===== src/rtl/multicycle_control_pkg.sv =====
// Shared encodings for the multi-cycle RV32I control path: opcodes, datapath
// select codes, FSM states and the per-state control word.
package multicycle_control_pkg;

   localparam logic [6:0] OP_R      = 7'b0110011;
   localparam logic [6:0] OP_I      = 7'b0010011;
   localparam logic [6:0] OP_LOAD   = 7'b0000011;
   localparam logic [6:0] OP_STORE  = 7'b0100011;
   localparam logic [6:0] OP_BRANCH = 7'b1100011;
   localparam logic [6:0] OP_JAL    = 7'b1101111;

   localparam logic [2:0] F3_BEQ = 3'b000;
   localparam logic [2:0] F3_BNE = 3'b001;

   localparam logic [1:0] ALUOP_ADD   = 2'b00;
   localparam logic [1:0] ALUOP_SUB   = 2'b01;
   localparam logic [1:0] ALUOP_FUNCT = 2'b10;

   localparam logic [1:0] SRC_A_PC     = 2'b00;
   localparam logic [1:0] SRC_A_RS1    = 2'b01;
   localparam logic [1:0] SRC_A_OLD_PC = 2'b10;

   localparam logic [1:0] SRC_B_RS2  = 2'b00;
   localparam logic [1:0] SRC_B_FOUR = 2'b01;
   localparam logic [1:0] SRC_B_IMM  = 2'b10;

   localparam logic [1:0] WB_ALUOUT = 2'b00;
   localparam logic [1:0] WB_MDR    = 2'b01;
   localparam logic [1:0] WB_PC4    = 2'b10;

   typedef enum logic [3:0] {
      S_FETCH     = 4'd0,
      S_DECODE    = 4'd1,
      S_EXEC_R    = 4'd2,
      S_EXEC_I    = 4'd3,
      S_ALU_WB    = 4'd4,
      S_MEM_ADDR  = 4'd5,
      S_MEM_LOAD  = 4'd6,
      S_LOAD_WB   = 4'd7,
      S_MEM_STORE = 4'd8,
      S_BRANCH    = 4'd9,
      S_BR_TGT    = 4'd10,
      S_JAL       = 4'd11,
      S_TRAP      = 4'd12
   } state_t;

   typedef struct packed {
      logic       mem_req;
      logic       mem_we;
      logic       iord;
      logic       pc_write;
      logic       reg_write;
      logic [1:0] wb_sel;
      logic [1:0] alu_src_a;
      logic [1:0] alu_src_b;
      logic [1:0] alu_op;
      logic       imm_arith;
      logic       trap;
   } ctrl_t;

   // Moore part of the control word; the FETCH strobes and the branch-target
   // pc_write depend on live inputs and are layered on top by the FSM.
   function automatic ctrl_t state_ctrl(input state_t s);
      ctrl_t c;
      c = '0;
      case (s)
         S_FETCH: begin
            c.mem_req   = 1'b1;
            c.alu_src_a = SRC_A_PC;
            c.alu_src_b = SRC_B_FOUR;
            c.alu_op    = ALUOP_ADD;
         end
         S_EXEC_R: begin
            c.alu_src_a = SRC_A_RS1;
            c.alu_src_b = SRC_B_RS2;
            c.alu_op    = ALUOP_FUNCT;
         end
         S_EXEC_I: begin
            c.alu_src_a = SRC_A_RS1;
            c.alu_src_b = SRC_B_IMM;
            c.alu_op    = ALUOP_FUNCT;
            c.imm_arith = 1'b1;
         end
         S_ALU_WB: begin
            c.reg_write = 1'b1;
            c.wb_sel    = WB_ALUOUT;
         end
         S_MEM_ADDR: begin
            c.alu_src_a = SRC_A_RS1;
            c.alu_src_b = SRC_B_IMM;
            c.alu_op    = ALUOP_ADD;
         end
         S_MEM_LOAD: begin
            c.mem_req = 1'b1;
            c.iord    = 1'b1;
         end
         S_LOAD_WB: begin
            c.reg_write = 1'b1;
            c.wb_sel    = WB_MDR;
         end
         S_MEM_STORE: begin
            c.mem_req = 1'b1;
            c.iord    = 1'b1;
            c.mem_we  = 1'b1;
         end
         S_BRANCH: begin
            c.alu_src_a = SRC_A_RS1;
            c.alu_src_b = SRC_B_RS2;
            c.alu_op    = ALUOP_SUB;
         end
         S_BR_TGT: begin
            c.alu_src_a = SRC_A_OLD_PC;
            c.alu_src_b = SRC_B_IMM;
            c.alu_op    = ALUOP_ADD;
         end
         S_JAL: begin
            c.alu_src_a = SRC_A_OLD_PC;
            c.alu_src_b = SRC_B_IMM;
            c.alu_op    = ALUOP_ADD;
            c.pc_write  = 1'b1;
            c.reg_write = 1'b1;
            c.wb_sel    = WB_PC4;
         end
         S_TRAP: c.trap = 1'b1;
         default: ;
      endcase
      return c;
   endfunction

endpackage


===== src/rtl/multicycle_control_instret_counter.sv =====
// Retired-instruction counter; wraps naturally at 2^W.
module multicycle_control_instret_counter #(
   parameter int W = 32
) (
   input  logic         clk,
   input  logic         rst,
   input  logic         en,
   output logic [W-1:0] count
);

   always_ff @(posedge clk) begin
      if (rst)
         count <= '0;
      else if (en)
         count <= count + 1'b1;
   end

endmodule


===== src/rtl/multicycle_control.sv =====
// Main control FSM of the multi-cycle RV32I core: sequences the shared ALU,
// memory port and register file, traps on unsupported encodings.
//
//   state       | meaning
//   ------------+--------------------------------------------------
//   FETCH       | request IR at PC; on ready load IR, PC <= PC+4
//   DECODE      | one idle cycle, dispatch on opcode
//   EXEC_R      | rs1 op rs2
//   EXEC_I      | rs1 op imm (funct7 forced to zero)
//   ALU_WB      | write ALUOut to rd, retire
//   MEM_ADDR    | rs1 + imm address calculation
//   MEM_LOAD    | data read at ALUOut, wait for ready
//   LOAD_WB     | write MDR to rd, retire
//   MEM_STORE   | data write at ALUOut, retire on ready
//   BRANCH      | rs1 - rs2 compare, latch taken
//   BR_TGT      | old_pc + imm, PC written if taken, retire
//   JAL         | PC <= old_pc + imm, rd <= old_pc + 4, retire
//   TRAP        | unsupported encoding, wait for trap_ack
module multicycle_control
   import multicycle_control_pkg::*;
#(
   parameter int INSTRET_W       = 32,
   parameter bit TRAP_ON_ILLEGAL = 1'b1
) (
   input  logic                 clk,
   input  logic                 rst,
   input  logic [6:0]           opcode,
   input  logic [2:0]           funct3,
   input  logic                 zero,
   input  logic                 mem_ready,
   input  logic                 trap_ack,
   output logic                 mem_req,
   output logic                 mem_we,
   output logic                 iord,
   output logic                 ir_write,
   output logic                 pc_write,
   output logic                 reg_write,
   output logic [1:0]           wb_sel,
   output logic [1:0]           alu_src_a,
   output logic [1:0]           alu_src_b,
   output logic [1:0]           alu_op,
   output logic                 imm_arith,
   output logic                 trap,
   output logic [INSTRET_W-1:0] instret
);

   localparam state_t ILLEGAL_NXT = TRAP_ON_ILLEGAL ? S_TRAP : S_FETCH;

   state_t state_q;
   state_t state_nxt;
   ctrl_t  ctrl_q;
   ctrl_t  ctrl_nxt;

   logic mem_done;
   logic fetch_done;
   logic opcode_legal;
   logic branch_ok;
   logic taken;
   logic retire;

   // A request only completes while mem_req is actually on the bus, so a
   // ready seen in the cycle right after reset is ignored.
   assign mem_done   = ctrl_q.mem_req & mem_ready;
   assign fetch_done = (state_q == S_FETCH) & mem_done;

   assign branch_ok = (funct3 == F3_BEQ) | (funct3 == F3_BNE);
   assign taken     = ((funct3 == F3_BEQ) & zero) | ((funct3 == F3_BNE) & ~zero);

   always_comb begin
      opcode_legal = 1'b0;
      case (opcode)
         OP_R, OP_I, OP_LOAD, OP_STORE, OP_BRANCH, OP_JAL: opcode_legal = 1'b1;
         default: opcode_legal = 1'b0;
      endcase
   end

   always_comb begin
      state_nxt = state_q;
      case (state_q)
         S_FETCH:     if (fetch_done) state_nxt = S_DECODE;
         S_DECODE: begin
            case (opcode)
               OP_R:              state_nxt = S_EXEC_R;
               OP_I:              state_nxt = S_EXEC_I;
               OP_LOAD, OP_STORE: state_nxt = S_MEM_ADDR;
               OP_BRANCH:         state_nxt = S_BRANCH;
               OP_JAL:            state_nxt = S_JAL;
               default:           state_nxt = ILLEGAL_NXT;
            endcase
         end
         S_EXEC_R:    state_nxt = S_ALU_WB;
         S_EXEC_I:    state_nxt = S_ALU_WB;
         S_ALU_WB:    state_nxt = S_FETCH;
         S_MEM_ADDR:  state_nxt = (opcode == OP_LOAD) ? S_MEM_LOAD : S_MEM_STORE;
         S_MEM_LOAD:  if (mem_done) state_nxt = S_LOAD_WB;
         S_LOAD_WB:   state_nxt = S_FETCH;
         S_MEM_STORE: if (mem_done) state_nxt = S_FETCH;
         S_BRANCH:    state_nxt = branch_ok ? S_BR_TGT : ILLEGAL_NXT;
         S_BR_TGT:    state_nxt = S_FETCH;
         S_JAL:       state_nxt = S_FETCH;
         S_TRAP:      if (trap_ack) state_nxt = S_FETCH;
         default:     state_nxt = S_FETCH;
      endcase
   end

   always_comb begin
      retire = 1'b0;
      case (state_q)
         S_ALU_WB, S_LOAD_WB, S_BR_TGT, S_JAL: retire = 1'b1;
         S_MEM_STORE: retire = mem_done;
         S_DECODE:    retire = !TRAP_ON_ILLEGAL && !opcode_legal;
         S_BRANCH:    retire = !TRAP_ON_ILLEGAL && !branch_ok;
         default:     retire = 1'b0;
      endcase
   end

   // Control word for the coming state; the branch decision is captured here
   // at the end of BRANCH and becomes the BR_TGT pc_write.
   always_comb begin
      ctrl_nxt = state_ctrl(state_nxt);
      if (state_nxt == S_BR_TGT)
         ctrl_nxt.pc_write = taken;
   end

   always_ff @(posedge clk) begin
      if (rst) begin
         state_q <= S_FETCH;
         ctrl_q  <= '0;
      end else begin
         state_q <= state_nxt;
         ctrl_q  <= ctrl_nxt;
      end
   end

   assign mem_req   = ctrl_q.mem_req;
   assign mem_we    = ctrl_q.mem_we;
   assign iord      = ctrl_q.iord;
   assign ir_write  = fetch_done;
   assign pc_write  = ctrl_q.pc_write | fetch_done;
   assign reg_write = ctrl_q.reg_write;
   assign wb_sel    = ctrl_q.wb_sel;
   assign alu_src_a = ctrl_q.alu_src_a;
   assign alu_src_b = ctrl_q.alu_src_b;
   assign alu_op    = ctrl_q.alu_op;
   assign imm_arith = ctrl_q.imm_arith;
   assign trap      = ctrl_q.trap;

   multicycle_control_instret_counter #(
      .W (INSTRET_W)
   ) u_instret (
      .clk   (clk),
      .rst   (rst),
      .en    (retire),
      .count (instret)
   );

endmodule


===== config.mk =====
export PLATFORM = sky130hd
export DESIGN_NAME = multicycle_control
export DESIGN_NICKNAME = d
export VERILOG_FILES = /design/src/rtl/multicycle_control_pkg.sv /design/src/rtl/multicycle_control_instret_counter.sv /design/src/rtl/multicycle_control.sv
export SDC_FILE = /design/constraint.sdc
export NUM_CORES = 1
export LEC_CHECK = 0
export ABC_AREA = 1
export CORE_MARGIN = 1
export CORE_UTILIZATION = 40
export CTS_BUF_LIST = sky130_fd_sc_hd__clkbuf_4 sky130_fd_sc_hd__clkbuf_8
export DETAILED_ROUTE_END_ITERATION = 16
export DONT_BUFFER_PORTS = 1
export GPL_ROUTABILITY_DRIVEN = 0
export GPL_TIMING_DRIVEN = 0
export PLACE_DENSITY = 0.57
export SETUP_SLACK_MARGIN = 0.02
export SYNTH_ARGS = -nofsm -noshare
export SYNTH_HDL_FRONTEND = slang
export SYNTH_SLANG_ARGS = --single-unit

===== constraint.sdc =====
create_clock -name clk -period 1.7 [get_ports clk]
set_input_delay 0 -clock clk [delete_from_list [all_inputs] [get_ports clk]]
set_output_delay 0 -clock clk [all_outputs]
set_load 0.01 [all_outputs]

[After elaboration in Yosys (flattened, before gate mapping)]
Index checks and enable logic that the tools add are counted.
Operators by class
  $add $sub $neg: 1
  eq/ne operators: 30
  muxes and demuxes: 18
  bitwise operators: 8
  reduce and logical (&&, ||, !) cells: 9
Operators by type and width (count)
  $eq 4x4->1 const B: 10
  $pmux 6 s6: 1
  $add 32x1->32 const B: 1
  $eq 4x3->1 const B: 8
  $pmux 4 s8: 1
  $mux 4: 5
  $pmux 4 s5: 1
  $eq 4x2->1 const B: 4
  $eq 7x6->1 const B: 2
  $eq 7x7->1 const B: 2
  $pmux 3 s3: 1
  $logic_not 4->1: 2
  $reduce_or 2->1: 4
  $eq 7x2->1 const B: 1
  $eq 7x5->1 const B: 1
  $mux 1: 7
  $and 1x1->1: 4
  $eq 4x1->1 const B: 1
  $reduce_or 4->1: 1
  $eq 3x1->1 const B: 1
  $logic_not 3->1: 1
  $mux 3: 1
  $or 1x1->1: 3
  $reduce_or 3->1: 1
  2 further kinds: 2
Word-level totals
  register bits: 51
  bits of input ports: 15
  output and inout bits: 48
  logic and storage cells: 79

[Longest topological paths before layout]
  word-level depth: 7
  depth in mapped cells: 13
  depth with buffers taken out: 13

[Modules after synthesis]
A second synthesis with hierarchy kept.
Unflattened totals
  cells, all modules: 429
  area, all modules: 2890.3 um^2
Modules (own cells, without submodules)
  multicycle_control_instret_counter: instances 1, cells each 263, area each 1793.0 um^2, sequential area each 640.6 um^2
  multicycle_control: instances 1, cells each 166, area each 1097.3 um^2, sequential area each 380.4 um^2

[Least setup slack after synthesis]
No wires, ideal clock.
  path kind: flip-flop to flip-flop
  start point: reg u_instret.count[0]
  end point: reg u_instret.count[28]
  library setup time: 134 ps
  data arrival time: 1373 ps
  data required time: 1566 ps
  path slack: 194 ps
  stages on the path, launching flop included: 10
  path buffers: 0
  clock period less this slack: 1506 ps
  path through: dfxtp_1 > ha_1 > nand3_1 > inv_1 > nand3_1 > inv_1 > nand2_1 > xnor2_1 > nand2_1 > a21oi_1
On the way
  longest elaborated chain between the ends: 1
RTL lines
  start: declaration: line multicycle_control_instret_counter.sv:8  | output logic [W-1:0] count
  start signal: assignment: line multicycle_control_instret_counter.sv:15  | count <= count + 1'b1;
  $add 32x1->32: line multicycle_control_instret_counter.sv:15
No other way between the ends.
A chain may end at the register's enable or synchronous reset.

[Worst setup path after layout]
  start point: reg u_instret.count[2]
  end point: reg u_instret.count[31]
The elaborated chain is that of the path after synthesis.

==> flow_summary.toml <==
[outcome]
outcome = "finished clean"

[setup_path]
worstPathRequired_ns = 1.91
r2r_slack_ns = 0.14
cp_max_fo = 6
end_kind = "flop"
crit_path_start_kind = "flop"
cp.arrival_ns = 1.78
regToRegStartpoint = "u_instret.count[2]"
crit_type = "flop to flop"
r2r_end = "u_instret.count[31]"
r2r_cells = 8

[cts]
clk_pin_slew_ns = 0.09
tritoncts = "built"
cts.sinks = 51
insertion_delay_ns = 0.31
cts_buffer_depth = 2
cts-root-buf = "clkbuf_8"
cts_buffers = 5
h-tree-depth = 2

[floorplanning]
pin_count = 63
fp.dieArea_mm2 = 0.00807
die_height_um = 89.8
coreArea_mm2 = 0.00737
fp.dieW_um = 89.8
rows = 31
start_util_pct = 41.9

[min_path]
hp-class = "input pin to flop"
worstHoldEndpoint = "mem_we"
worstHoldStart = "opcode[6]"
holdPathStages = 4

[finish]
drive_gt1_share_pct = 27.9
diodes = 0
multi_input_area_mm2 = 0.00181
final_nets = 467
n_fill_cell = 775
seqCellArea_mm2 = 0.00108
final_util_pct = 47.4
area_growth_pct = 13.3

[place]
io_buffers = 0
hpwl_um = 5680

[sta]
fin_hold_ws_ns = 0.00639
max_freq_mhz = 639
report.final.slew_viol_count = 0
rsz0062_at_grt = "true"
fin_skew_ns = 0.00870
tns_ns = 0
hold_viol_final = 0
period_minus_slack_ns = 1.56
period_share_pct = 92.0
relSlewSlack_pct = 59.0
worst_slew_pin_slew_ns = 0.614
finalSetupViolCount = 0

[grt]
grt_pass1_wl_um = 12600
grt_pass1_vias = 2603
grt_overflow = 0
antenna_found_initial = 0
grt_max_degree = 16
grt_use_total_pct = 19.1

[yosys]
synth_cell_type_count = 41
ys_seq_area_share_pct = 33.1
synth_seq_cells = 51
syn_area_per_cell_um2 = 7.01
postSynthCellCount = 440
syn_area_mm2 = 0.00308
yosysWarnings = 0
syn_nets = 456

[drt]
drt_iter0_markers = 171
vias = 2727
drt-total-wl_um = 7270
drtPass1Iterations = 4
viasPerCell = 4.95
drc = 0
wire_per_inst_um = 13.2
ant_nets = 0

[power]
power_density_mw_per_mm2 = 688
power_leakage_nw = 1.44
irDropWorstVdd_mv = 0.487
total_power_mw = 2.40

[flow_run]
drv_cap = 0
==> power breakdown <==
| group | switching, mW | leakage (nW) | internal (mW) | total [mW] |
|---|---|---|---|---|
| sequential | 0.0232 | 0.428 | 1.21 | 1.23 |
| combinational | 0.195 | 0.956 | 0.0949 | 0.290 |
| clock | 0.408 | 0.0612 | 0.477 | 0.885 |
==> state kept, by name, indices dropped and copies added, names as in the netlist <==
register / count
u_instret.count: 32
state_q: 4
alu_op: 2
alu_src_a: 2
alu_src_b: 2
wb_sel: 2
ctrl_q: 1
imm_arith: 1
iord: 1
mem_req: 1
mem_we: 1
reg_write: 1
trap: 1
==> cells in the mapped netlist (all sizes together) <==
cell,instances,share of area (%)
clkbuf,4,0.49
clkinv,1,0.16
nand2b,1,0.20
a31oi,2,0.41
nor4,2,0.41
nand3b,2,0.49
xor2,8,2.3
o21ai,6,0.97
and3,3,0.65
nor3,17,4.6
or2,2,0.41
nand2,126,17
inv,60,7.4
o21a,2,0.49
nor2,63,11
nor3b,3,0.89
a21oi,27,4.5
dfxtp,51,33
nand4,11,2.7
a22oi,1,0.24
xnor2,7,2.0
ha,1,0.41
buf,12,2.6
nand3,28,6.2
==> critical path, stage by stage (launching register included) <==
cell	delay (ns)
dfxtp_4	0.42
nand3_4	0.10
inv_2	0.07
nand2_1	0.08
nor3_4	0.25
nand4_1	0.21
nand3b_1	0.22
nand2_1	0.07
a21oi_1	0.04
==> layout make-up <==
| type | count | area share (%) |
|---|---|---|
| Buffer | 16 | 2.83 |
| Clock buffer | 6 | 2.36 |
| Clock inverter | 2 | 1.00 |
| Inverter | 61 | 6.66 |
| Multi-Input combinational cell | 312 | 51.7 |
| Sequential cell | 51 | 30.8 |
| Tap cell | 99 | 3.54 |
| Timing Repair Buffer | 4 | 1.15 |
==> layout by cell type, fill, tap and decap left out, types with 3 or more instances in the layout <==
master | synthesis | routed
a21oi_1 | 26 | 26
buf_4 | 9 | 9
clkbuf_1 | 4 | 4
clkbuf_8 | 0 | 6
dfxtp_1 | 51 | 23
dfxtp_2 | 0 | 20
dfxtp_4 | 0 | 8
dlygate4sd3_1 | 0 | 4
inv_1 | 50 | 48
inv_2 | 9 | 11
nand2_1 | 112 | 109
nand2_2 | 11 | 13
nand2_4 | 3 | 4
nand3_1 | 21 | 21
nand3_2 | 5 | 4
nand3_4 | 2 | 3
nand4_1 | 10 | 10
nor2_1 | 42 | 40
nor2_2 | 10 | 10
nor2_4 | 10 | 12
nor3_1 | 8 | 6
nor3_2 | 7 | 8
nor3_4 | 2 | 3
o21ai_0 | 6 | 6
xnor2_1 | 7 | 7
xor2_1 | 8 | 8
==> metrics by stage <==
stage / area (µm²) / setup slack (ns) / instances
global placement: 3210 / -0.0286 / 539
floorplan: 3080 / 0.194 / 440
finish: 3490 / 0.135 / 551
CTS: 3380 / 0.00590 / 551
global route: 3490 / -0.0262 / 551
detailed placement: 3210 / -0.0612 / 539
==> cell families (layout without fill, tap and decap cells) <==
group | after synthesis | after routing | synth area share (%)
and+or+nand+nor | 258 | 258 | 44.9
AOI/OAI and AO/OA | 38 | 38 | 6.61
buffers and inverters | 77 | 89 | 10.7
DFF | 51 | 51 | 33.1
xor gates and xnor gates | 15 | 15 | 4.26
adders and majority gates | 1 | 1 | 0.406
==> how the worst max path moves through the flow <==
stage / start / to / slack (ns)
after global placement: u_instret.count[2] / u_instret.count[31] / -0.03
after CTS: u_instret.count[3] / u_instret.count[31] / 0.006
after global routing: u_instret.count[5] / u_instret.count[31] / -0.03
after floorplan: u_instret.count[0] / u_instret.count[28] / 0.19
final: u_instret.count[2] / u_instret.count[31] / 0.14
after detailed placement: u_instret.count[5] / u_instret.count[31] / -0.06
==> what timing repair did <==
action	in CTS	in global routing
buffers inserted	0	0
endpoints found under the setup margin	5	29
pin swaps	1	2
resized for setup	6	48
hold buffers	4	0
endpoints found under the hold margin	1	0
==> routing by layer <==
layer  GRT usage (%)  vias up  part of all wire, %
met5               0        -                    0
met4            4.51        0                  1.1
met3            4.99        7                  6.9
met2            30.9       83                   44
met1            25.2     1237                   48
li1                -     1400                    -
(Power assumes the default switching activity.)
